==> src/rtl/mux8_pkg.sv <==
// mux8_pkg: shared FSM state type and select limit for the mux8 serializer
package mux8_pkg;
  typedef enum logic [1:0] {IDLE, START, DATA, STOP} ser_state_t;
  localparam logic [2:0] SEL_LAST = 3'd7;
endpackage

==> src/rtl/mux8_serializer_bit_timer.sv <==
// bit_timer: bit-period counter; tick marks the last clock of each DIV-clock period
//   clk, rst : clock, asynchronous active-high reset
//   clr      : synchronous clear (held while idle so every period starts at 0)
//   tick     : high when the count reaches DIV-1
module bit_timer #(
  parameter int DIV = 4
) (
  input  logic clk,
  input  logic rst,
  input  logic clr,
  output logic tick
);
  localparam int W = DIV > 1 ? $clog2(DIV) : 1;
  logic [W-1:0] cnt_q;
  assign tick = cnt_q == W'(DIV - 1);
  always_ff @(posedge clk or posedge rst) begin
    if (rst) cnt_q <= '0;
    else cnt_q <= (clr || tick) ? '0 : cnt_q + 1'b1;
  end
endmodule

==> src/rtl/mux8_serializer.sv <==
// mux8_serializer: drives an external 8:1 mux and frames its output as a serial byte
//   din/valid/ready : byte handshake, accepted only in IDLE
//   d/sel           : held byte and bit select toward the mux
//   y               : mux output, consumed combinationally
//   txd             : registered serial line (start 0, 8 data LSB first, stop 1)
//   busy/done       : not-IDLE flag, one-cycle frame-complete pulse
module mux8_serializer
  import mux8_pkg::*;
#(
  parameter int DIV = 4
) (
  input  logic       clk,
  input  logic       rst,
  input  logic [7:0] din,
  input  logic       valid,
  output logic       ready,
  output logic [7:0] d,
  output logic [2:0] sel,
  input  logic       y,
  output logic       txd,
  output logic       busy,
  output logic       done
);
  ser_state_t state_q, state_d;
  logic [7:0] d_q, d_d;
  logic [2:0] sel_q, sel_d;
  logic       txd_q, txd_d, done_q, done_d, tick, idle;
  assign idle = state_q == IDLE;
  // Holding the timer clear in IDLE restarts the period exactly at capture.
  bit_timer #(.DIV(DIV)) u_timer (
    .clk (clk),
    .rst (rst),
    .clr (idle),
    .tick(tick)
  );
  always_comb begin
    state_d = state_q;
    d_d     = d_q;
    sel_d   = sel_q;
    done_d  = 1'b0;
    unique case (state_q)
      IDLE: if (valid) begin
        d_d     = din;
        sel_d   = '0;
        state_d = START;
      end
      START: if (tick) begin
        sel_d   = '0;
        state_d = DATA;
      end
      DATA: if (tick) begin
        sel_d   = sel_q == SEL_LAST ? '0 : sel_q + 3'd1;
        state_d = sel_q == SEL_LAST ? STOP : DATA;
      end
      STOP: if (tick) begin
        done_d  = 1'b1;
        state_d = IDLE;
      end
      default: state_d = IDLE;
    endcase
    txd_d = state_q == DATA ? y : state_q != START;
  end
  always_ff @(posedge clk or posedge rst) begin
    if (rst) begin
      state_q <= IDLE;
      d_q     <= '0;
      sel_q   <= '0;
      txd_q   <= 1'b1;
      done_q  <= 1'b0;
    end else begin
      state_q <= state_d;
      d_q     <= d_d;
      sel_q   <= sel_d;
      txd_q   <= txd_d;
      done_q  <= done_d;
    end
  end
  assign ready = idle;
  assign busy  = !idle;
  assign d     = d_q;
  assign sel   = sel_q;
  assign txd   = txd_q;
  assign done  = done_q;
endmodule

==> config.mk <==
export PLATFORM = sky130hd
export DESIGN_NAME = mux8_serializer
export DESIGN_NICKNAME = d
export VERILOG_FILES = /design/src/rtl/mux8_pkg.sv /design/src/rtl/mux8_serializer_bit_timer.sv /design/src/rtl/mux8_serializer.sv
export SDC_FILE = /design/constraint.sdc
export NUM_CORES = 1
export LEC_CHECK = 0
export ABC_AREA = 0
export CORE_MARGIN = 1.5
export CORE_UTILIZATION = 47
export DETAILED_ROUTE_END_ITERATION = 16
export GPL_TIMING_DRIVEN = 0
export PLACE_DENSITY = 0.79
export RECOVER_POWER = 50
export SLEW_MARGIN = 20
export SYNTH_ARGS = -nofsm -noshare
export SYNTH_HDL_FRONTEND = slang
export SYNTH_SLANG_ARGS = --single-unit
==> constraint.sdc <==
create_clock -name clk -period 3.32 [get_ports clk]
set_input_delay 0.664 -clock clk [delete_from_list [all_inputs] [get_ports clk]]
set_output_delay 0.664 -clock clk [all_outputs]
set_load 0.05 [all_outputs]
==> metrics, run 1 <==
Clock Path Buffers=2; unrepaired setup endpoints after global routing=false; clock skew=0.00394 ns; minimum clock period=2.66 ns; WP data required=2.66 ns; DP HPWL=1110 µm; initial antenna violation count=0; Core ar.=1580 µm²; crit start category=register; Setup CP Type=register to output port; Post-CTS Setup Bufs=0; Worst Path Max Fanout=7; Root Buffer Master=clkbuf_4; clock transition at the registers of the reported paths=0.09 ns; clock network latency to the later pin of the worst-skew pair=0.28 ns; largest net degree at the start of global routing=18; detailed-route via count=529; Via density=5.04; Post-Route WL=1370 µm; most common cell after layout, fill and taps aside=clkdlybuf4s50_1; Setup violations, final=0; total grt overflow=0; Gates resized, CTS repair=0; first-pass GRT wire length=2350 µm; Detail Route Antenna Nets=0; drt wl/cell=13.0 µm; gpl congestion=0.769; WP data arrival=1.99 ns; H-tree depth=1; TNS Setup=0 ns; DIE HEIGHT=44.8 µm; largest family of logic cells by synthesized area=multiplexers; IO Port Bufs=26; outcome=finished clean; 1st-iter DRT viols=2; IO Count=27; register area share after synthesis=0.521; final hold vios=0; clk sinks=17; number of distinct library cells after synthesis=19; Slew Limit Fails=0; Rel. slew slack=0.583; DR pass1 iterations=2; die area=2000 µm²; Synth Area in Compound Gates=0.0382; Synth Area in XOR/XNOR=0; TritonCTS clock tree=built; Yosys reg bits=17; share of cells above drive strength 1=0.180; Mapped Cells=59; Rows=14; worst-margin pin slew=0.625 ns; Initial Util=0.520; Avg Inst Size Synth=13.9 µm²; Synth Area in Adders=0.137; vias in the first global route=537; fin nets=111; Post-CTS Hold Buffers=0; Total Routing Usage GR=0.168; number of buffers created by CTS=3; ant diodes=0; Fillers=125; Mapped Nets=80; Hold Path Class=register to register; Max Clk Rate=377 MHz; drt drc=0; yosys warns=0; # Max-Cap Violations=0; Netlist Area Pre-Place=820 µm²; Die X=44.8 µm; crit end category=output port; most frequent cells in the layout=25 x clkdlybuf4s50_1, 16 x dfrtp_1, 9 x ha_1; mux contribution to synthesized area=0.197; post-route clock period utilization=0.800; Layout area overhead=35.9%; Synth Area in Simple Gates=0.0748
## worst max-delay path: stages, from the launching register on
cell             delay, ns
dfrtp_1               0.41
inv_1                 0.12
ha_1                  0.32
clkdlybuf4s50_1       0.86
## Yosys cell counts
library cell / instances / area (µm²)
a21oi_1: 1 / 5.00
and2_1: 1 / 6.26
and3b_2: 1 / 10.0
dfrtp_1: 16 / 400
dfstp_2: 1 / 26.3
ha_1: 9 / 113
inv_1: 7 / 26.3
mux2_1: 1 / 11.3
mux2_2: 8 / 90.1
mux2_4: 2 / 30.0
mux2i_1: 3 / 30.0
nand2_1: 1 / 3.75
nand2_2: 1 / 6.26
nand2b_2: 1 / 8.76
nor2_2: 1 / 6.26
nor3_1: 1 / 5.00
nor3b_1: 2 / 15.0
o211a_4: 1 / 17.5
o221ai_1: 1 / 8.76
## state kept, by name (all words and copies together) (netlist names)
signal / cells
u_timer.cnt_q: 2
done: 1
sel: 3
state_q: 2
txd: 1
d: 8
## final cells by class
cell class	instances	area, µm²	area share
multi-input cells	35	354	0.318
repair buffers	26	260	0.234
inverters	7	26.3	0.0236
flip-flops and latches	17	427	0.383
clock buffers	4	26.3	0.0236
well taps	16	20.0	0.0180
## logic make-up after synthesis
kind of cell	Yosys count
AOI/OAI and AO/OA	3
adders and majority gates	9
buffers and inverters	7
DFF	17
muxes	14
and+or+nand+nor	9
## metrics by stage
step	hold slack (ns)	std cells	area, µm²	util	worst slack (ns)
finish	0.478	105	1110	0.706	0.664
global route	0.521	105	1110	0.706	0.565
CTS	0.485	105	1130	0.714	0.629
detailed placement	0.469	101	1100	0.698	0.953
global placement	0.451	101	1100	0.698	0.962
floorplan	0.437	59	820	-	1.17
## worst paths after layout
path                            depth (start not counted)  slack (ns)              from                to
worst max-delay path                                    3        0.66        state_q[0]             ready
worst min-delay path                                    1        0.48  u_timer.cnt_q[0]  u_timer.cnt_q[0]
worst max register to register                          5        1.69        state_q[0]        state_q[1]
worst min register to register                          1        0.48  u_timer.cnt_q[0]  u_timer.cnt_q[0]
max in group asynchronous                               2        2.03               rst            sel[2]
min in group asynchronous                               2        0.89               rst              d[1]
## per-layer routing
layer  GRT usage  up-vias  part of all wire
met3      0.0480        2             0.026
met4      0.0545        0            0.0095
met5           0        -                 0
li1            -      261                 -
met1       0.218      259              0.44
met2       0.270        7              0.52
Power of run 1 is left out: the tool's default activity adds up to more than one toggle a clock period on the data nets, which glitch-free logic cannot reach.
==> inputs of run 2 (changes only) <==
--- a/config.mk
+++ b/config.mk
@@ -7,10 +7,10 @@
 export LEC_CHECK = 0
 export ABC_AREA = 0
 export CORE_MARGIN = 1.5
-export CORE_UTILIZATION = 47
+export CORE_UTILIZATION = 44
 export DETAILED_ROUTE_END_ITERATION = 16
 export GPL_TIMING_DRIVEN = 0
-export PLACE_DENSITY = 0.79
+export PLACE_DENSITY = 0.74
 export RECOVER_POWER = 50
 export SLEW_MARGIN = 20
 export SYNTH_ARGS = -nofsm -noshare
==> constraint.sdc (replaced) <==
create_clock -name clk -period 2.5 [get_ports clk]
set_input_delay 0.5 -clock clk [delete_from_list [all_inputs] [get_ports clk]]
set_output_delay 0.5 -clock clk [all_outputs]
set_load 0.05 [all_outputs]
==> run 2 against run 1 <==
Wire length grew 0.95%. Sequential cell count unchanged. Largest cell class unchanged. Worst hold slack lost 0.0054 ns. Setup slack worse by 0.37 ns. Global-route usage shrank 1.9 points. Cell count up 8.6%. Core utilization shrank 6.1 points. Critical endpoint unchanged. Highest routed layer unchanged.
==> metrics, run 2 (synthesized netlist as in run 1, its figures left out) <==
outcome=finished clean (unchanged); WHS Path Cells=1 (unchanged); drt drc=0 (unchanged); Detail Route Antenna Nets=0 (unchanged); WP data required=2.00 ns (was 2.66 ns); Post-CTS Setup Bufs=0 (unchanged); Rel. slew slack=0.587 (was 0.583); TritonCTS clock tree=built (unchanged); Crit path buffers/inverters=2 (unchanged); placed cell areas=1110 µm² (was 1100 µm²); Max Clk Rate=454 MHz; met2 routed WL=709 µm (was 708 µm); initial antenna violation count=0 (unchanged); flop-to-flop setup slack=0.87 ns (was 1.69 ns); Initial Util=0.470 (was 0.520); most frequent cells in the layout=23 x clkdlybuf4s50_1, 16 x dfrtp_1, 9 x ha_1 (was 25 x clkdlybuf4s50_1, 16 x dfrtp_1, 9 x ha_1); IO Port Bufs=26 (unchanged); vias in the first global route=498 (was 537); Setup CP Type=register to output port (unchanged); Root Buffer Master=clkbuf_4 (unchanged); Slew Limit Fails=0 (unchanged); Die X=46.2 µm (was 44.8 µm); first-pass GRT wire length=2140 µm (was 2350 µm); gpl congestion=0.750 (was 0.769); Post-Route WL=1380 µm (was 1370 µm); WP data arrival=1.70 ns (was 1.99 ns); r2r worst-path depth=5 (unchanged); worst path cell trace=inv_1 > ha_1 > dlygate4sd2_1 (was inv_1 > ha_1 > clkdlybuf4s50_1); most common cell after layout, fill and taps aside=clkdlybuf4s50_1 (unchanged); Via density=4.61 (was 5.04); critical path's largest stage delay=0.57 ns (was 0.86 ns); DIE HEIGHT=46.2 µm (was 44.8 µm); DR top layer=met4 (unchanged); die area=2130 µm² (was 2000 µm²); Worst Path Max Fanout=7 (unchanged); clk sinks=17 (unchanged); Setup violations, final=0 (unchanged); final instance area=1130 µm² (was 1110 µm²); 1st-iter DRT viols=4 (was 2); H-tree depth=1 (unchanged); DR pass1 iterations=4 (was 2); total grt overflow=0 (unchanged); VDD IR max=0.759 mV; Layout area overhead=37.4% (was 35.9%); PD cells=1450 nW/µm²; CP max-delay cell=dlygate4sd2_1 (was clkdlybuf4s50_1); Rows=15 (was 14); detailed-route via count=526 (was 529); crit end category=output port (unchanged); post-route clock period utilization=0.880; worst-margin pin slew=0.619 ns (was 0.625 ns); TNS Setup=0 ns (unchanged); Hold WS=0.473 ns (was 0.478 ns); minimum clock period=2.20 ns; crit start category=register (unchanged); M1 WL=604 µm (was 606 µm); Clock Path Buffers=2 (unchanged); largest net degree at the start of global routing=18 (unchanged); share of cells above drive strength 1=0.180 (unchanged); clock network latency to the later pin of the worst-skew pair=0.29 ns (was 0.28 ns); clock skew=0.00110 ns (was 0.00394 ns); Core ar.=1750 µm² (was 1580 µm²); number of buffers created by CTS=3 (unchanged); Leak=0.538 nW; unrepaired setup endpoints after global routing=false (unchanged); Hold Path Class=register to register (unchanged); drt wl/cell=12.1 µm (was 13.0 µm); DP HPWL=1100 µm (was 1110 µm); met3 wire len=54 µm (was 36 µm); ant diodes=0 (unchanged); CP top delay family=buffers and inverters (unchanged); Total Routing Usage GR=0.149 (was 0.168); fin nets=111 (unchanged); path length in cells of the critical path=3 (unchanged); max FFs per register=8 (unchanged); clock transition at the registers of the reported paths=0.09 ns (about the same); final hold vios=0 (unchanged); # Max-Cap Violations=0 (unchanged); IO Count=27 (unchanged)
## run 2: changes by cell type in the layout (fill, tap and decap cells not counted)
cell | previous run | this run
and2_0 | 1 | 0
dlygate4sd2_1 | 0 | 1
clkdlybuf4s50_1 | 25 | 23
dlymetal6s2s_1 | 0 | 1
and2_1 | 0 | 1
## run 2: path summary, 6_finish.rpt
check / start / end
max: state_q[0] / ready
min: u_timer.cnt_q[0] / u_timer.cnt_q[0]
max reg2reg: state_q[0] / state_q[1]
min reg2reg: u_timer.cnt_q[0] / u_timer.cnt_q[0]
max in group asynchronous: rst / sel[2]
min in group asynchronous: rst / d[4]
## run 2: layout make-up
cell class	count	area, µm²
Clock buffer	4	26.3
Tap cell	25	31.3
Inverter	7	26.3
Timing Repair Buffer	26	262
Sequential cell	17	427
Fill cell	145	619
Multi-Input combinational cell	35	354
## run 2: power by group
part | switching [mW] | total, mW | leakage, nW | internal (mW)
registers | 0.0713 | 0.473 | 0.210 | 0.402
clock network | 0.0794 | 0.141 | 0.0150 | 0.0621
logic | 0.612 | 1.02 | 0.314 | 0.404
total | 0.763 | 1.63 | 0.538 | 0.868
## run 2: repair_timing
item,in CTS,in global routing
resized for setup,1,1
endpoints found under the hold margin,0,0
setup endpoints to repair,1,1
hold buffers,0,0
## run 2: layer usage
layer	up-vias	track usage
met5	-	0
met4	0	0.0686
met3	2	0.0588
met2	12	0.236
met1	254	0.175
li1	258	-
## run 2: worst reg2reg max path: cells and delay by family, from the launching register on
family | cells | cell delay, ns
DFF | 1 | 0.41
muxes | 1 | 0.36
AOI/OAI and AO/OA | 1 | 0.27
adders and majority gates | 1 | 0.26
buffers and inverters | 1 | 0.13
and+or+nand+nor | 1 | 0.10
## run 2: metrics by stage
step	instances	power (mW)	util	setup WS, ns
after floorplan	59	1.24	-	0.518
final	114	1.63	0.645	0.299
after global routing	114	1.74	0.645	0.189
after CTS	114	1.69	0.651	0.0103
after global placement	110	1.53	0.637	0.304
after detailed placement	110	1.55	0.637	0.298
Note: power is estimated with default switching activity, not from simulation.
==> inputs of run 3 (changes only) <==
--- a/config.mk
+++ b/config.mk
@@ -6,11 +6,14 @@
 export NUM_CORES = 1
 export LEC_CHECK = 0
 export ABC_AREA = 0
+export CELL_PAD_IN_SITES_DETAIL_PLACEMENT = 1
+export CELL_PAD_IN_SITES_GLOBAL_PLACEMENT = 1
 export CORE_MARGIN = 1.5
-export CORE_UTILIZATION = 44
+export CORE_UTILIZATION = 37
+export CTS_BUF_LIST = sky130_fd_sc_hd__clkbuf_8
 export DETAILED_ROUTE_END_ITERATION = 16
 export GPL_TIMING_DRIVEN = 0
-export PLACE_DENSITY = 0.74
+export PLACE_DENSITY = 0.78
 export RECOVER_POWER = 50
 export SLEW_MARGIN = 20
 export SYNTH_ARGS = -nofsm -noshare
==> run 3 against run 2 <==
Combinational power about the same. Critical path depth unchanged. Maximum frequency up 0.16%. Worst hold slack better by 0.0083 ns. First-iteration DRC count down 50%. Largest cell class unchanged.
==> metrics, run 3 (synthesized netlist as in run 1, its figures left out) <==
unrepaired setup endpoints after global routing=false (unchanged); largest net degree at the start of global routing=18 (unchanged); initial antenna violation count=0 (unchanged); Slew Limit Fails=0 (unchanged); Leak=0.550 nW (was 0.538 nW); Worst R2R Start=state_q[0] (unchanged); Initial Util=0.405 (was 0.470); final hold vios=0 (unchanged); Post-CTS Hold Buffers=0 (unchanged); WP data required=2.00 ns (about the same); Die X=50.1 µm (was 46.2 µm); Fillers=209 (was 145); WP data arrival=1.70 ns (about the same); worst-margin pin slew=0.649 ns (was 0.619 ns); Post-Route WL=1710 µm (was 1380 µm); Core ar.=2020 µm² (was 1750 µm²); first-pass GRT wire length=2860 µm (was 2140 µm); clock network latency to the later pin of the worst-skew pair=0.25 ns (was 0.29 ns); area of the multi-input gates=354 µm² (unchanged); VDD IR max=0.772 mV (was 0.759 mV); IO Count=27 (unchanged); 1st-iter DRT viols=2 (was 4); die area=2510 µm² (was 2130 µm²); Cell Count, Final, Fillers Out=116 (was 114); vias in the first global route=596 (was 498); gpl congestion=0.673 (was 0.750); Worst Path Max Fanout=7 (unchanged); Hold Path Class=register to register (unchanged); post-route clock period utilization=0.879 (was 0.880); Sw Pwr=0.795 mW (was 0.763 mW); crit start category=register (unchanged); Via density=4.82 (was 4.61); share of cells above drive strength 1=0.180 (unchanged); PD cells=1490 nW/µm² (was 1450 nW/µm²); Max Clk Rate=455 MHz (was 454 MHz); H-tree depth=1 (unchanged); Clock Path Buffers=2 (unchanged); Worst R2R End=state_q[1] (unchanged); DP HPWL=1270 µm (was 1100 µm); drt wl/cell=14.7 µm (was 12.1 µm); CP Capture Point=ready (unchanged); TritonCTS clock tree=built (unchanged); drt drc=0 (unchanged); IO Port Bufs=26 (unchanged); Sw Share=0.464 (was 0.468); number of buffers created by CTS=3 (unchanged); outcome=finished clean (unchanged); clk sinks=17 (unchanged); clock transition at the registers of the reported paths=0.06 ns (was 0.09 ns); most frequent cells in the layout=23 x clkdlybuf4s50_1, 16 x dfrtp_1, 9 x ha_1 (unchanged); DIE HEIGHT=50.1 µm (was 46.2 µm); Critical Path Start=state_q[0] (unchanged); Detail Route Antenna Nets=0 (unchanged); Total Routing Usage GR=0.162 (was 0.149); Root Buffer Master=clkbuf_8 (was clkbuf_4); minimum clock period=2.20 ns (about the same); sequential share of power=0.282 (was 0.290); DR pass1 iterations=2 (was 4); flop-to-flop setup slack=0.84 ns (was 0.87 ns); TNS Setup=0 ns (unchanged); crit end category=output port (unchanged); Post-CTS Setup Bufs=0 (unchanged); power share of the clock group=0.116 (was 0.087); Setup violations, final=0 (unchanged); max FFs per register=8 (unchanged); detailed-route via count=559 (was 526); Setup CP Type=register to output port (unchanged); most common cell after layout, fill and taps aside=clkdlybuf4s50_1 (unchanged); ant diodes=0 (unchanged); fin nets=111 (unchanged); total grt overflow=0 (unchanged); sequential cell area=427 µm² (unchanged); Rel. slew slack=0.567 (was 0.587); clock skew=0.00137 ns (was 0.00110 ns); # Max-Cap Violations=0 (unchanged); Logic pwr share=0.602 (was 0.623); Rows=16 (was 15); r2r worst-path depth=5 (unchanged); internal power=0.920 mW (was 0.868 mW); Layout area overhead=40.0% (was 37.4%); total power=1.71 mW (was 1.63 mW); placed instance count=112 (was 110)
## run 3: changes by cell type in the layout (fill, tap and decap cells not counted), sizes merged
cell and delta:
clkbuf -1, inv +1
## run 3: how the worst min path moves through the flow
stage                      from          endpoint  slack [ns]  depth (start not counted)
2_1_floorplan               rst              d[0]        0.43                          1
3_3_place_gp   u_timer.cnt_q[0]  u_timer.cnt_q[0]        0.45                          1
3_5_place_dp   u_timer.cnt_q[0]  u_timer.cnt_q[0]        0.49                          1
4_1_cts        u_timer.cnt_q[0]  u_timer.cnt_q[0]        0.50                          1
5_1_grt        u_timer.cnt_q[0]  u_timer.cnt_q[0]        0.51                          1
6_report       u_timer.cnt_q[0]  u_timer.cnt_q[0]        0.48                          1
## run 3: worst max-delay path: stages (launching register included)
cell and delay [ns]:
dfrtp_1 0.40, inv_1 0.14, ha_1 0.34, dlygate4sd2_1 0.57
## run 3: area by class of cell
type,instances,area share
inverter,7,0.0229
timing repair buffer,26,0.228
sequential,17,0.372
clock buffer,3,0.0360
clock inverter,1,0.00327
tap,27,0.0294
multi-input combinational,35,0.309
## run 3: metal layers
layer | wire length (µm) | GRT usage | up-vias
met2 | 863 | 0.257 | 15
met4 | 56 | 0.125 | 0
met5 | 0 | 0 | -
met1 | 726 | 0.194 | 282
li1 | - | - | 257
met3 | 60 | 0.0273 | 5
## run 3: power by group through the flow
stage                     sequential (mW)  combinational, mW  clock, mW
after floorplan                     0.785              0.454          0
after global placement              0.475               1.05          0
after detailed placement            0.488               1.08          0
after CTS                           0.485               1.08      0.207
after global routing                0.503               1.10      0.224
final                               0.483               1.03      0.199
## run 3: timing repair
action | in CTS | in global routing
pin swaps | 0 | 0
gates cloned | 0 | 0
endpoints found under the setup margin | 1 | 1
resized for setup | 1 | 1
## run 3: per-stage QoR
| stage | setup WS (ns) | instance area, µm² | hold WS (ns) | utilization |
|---|---|---|---|---|
| 2_1_floorplan | 0.518 | 820 | 0.425 | - |
| 3_3_place_gp | 0.303 | 1110 | 0.453 | 0.551 |
| 3_5_place_dp | 0.269 | 1110 | 0.492 | 0.551 |
| 4_1_cts | 0.0481 | 1160 | 0.500 | 0.572 |
| 5_1_grt | 0.179 | 1150 | 0.515 | 0.567 |
| 6_report | 0.302 | 1150 | 0.481 | 0.567 |
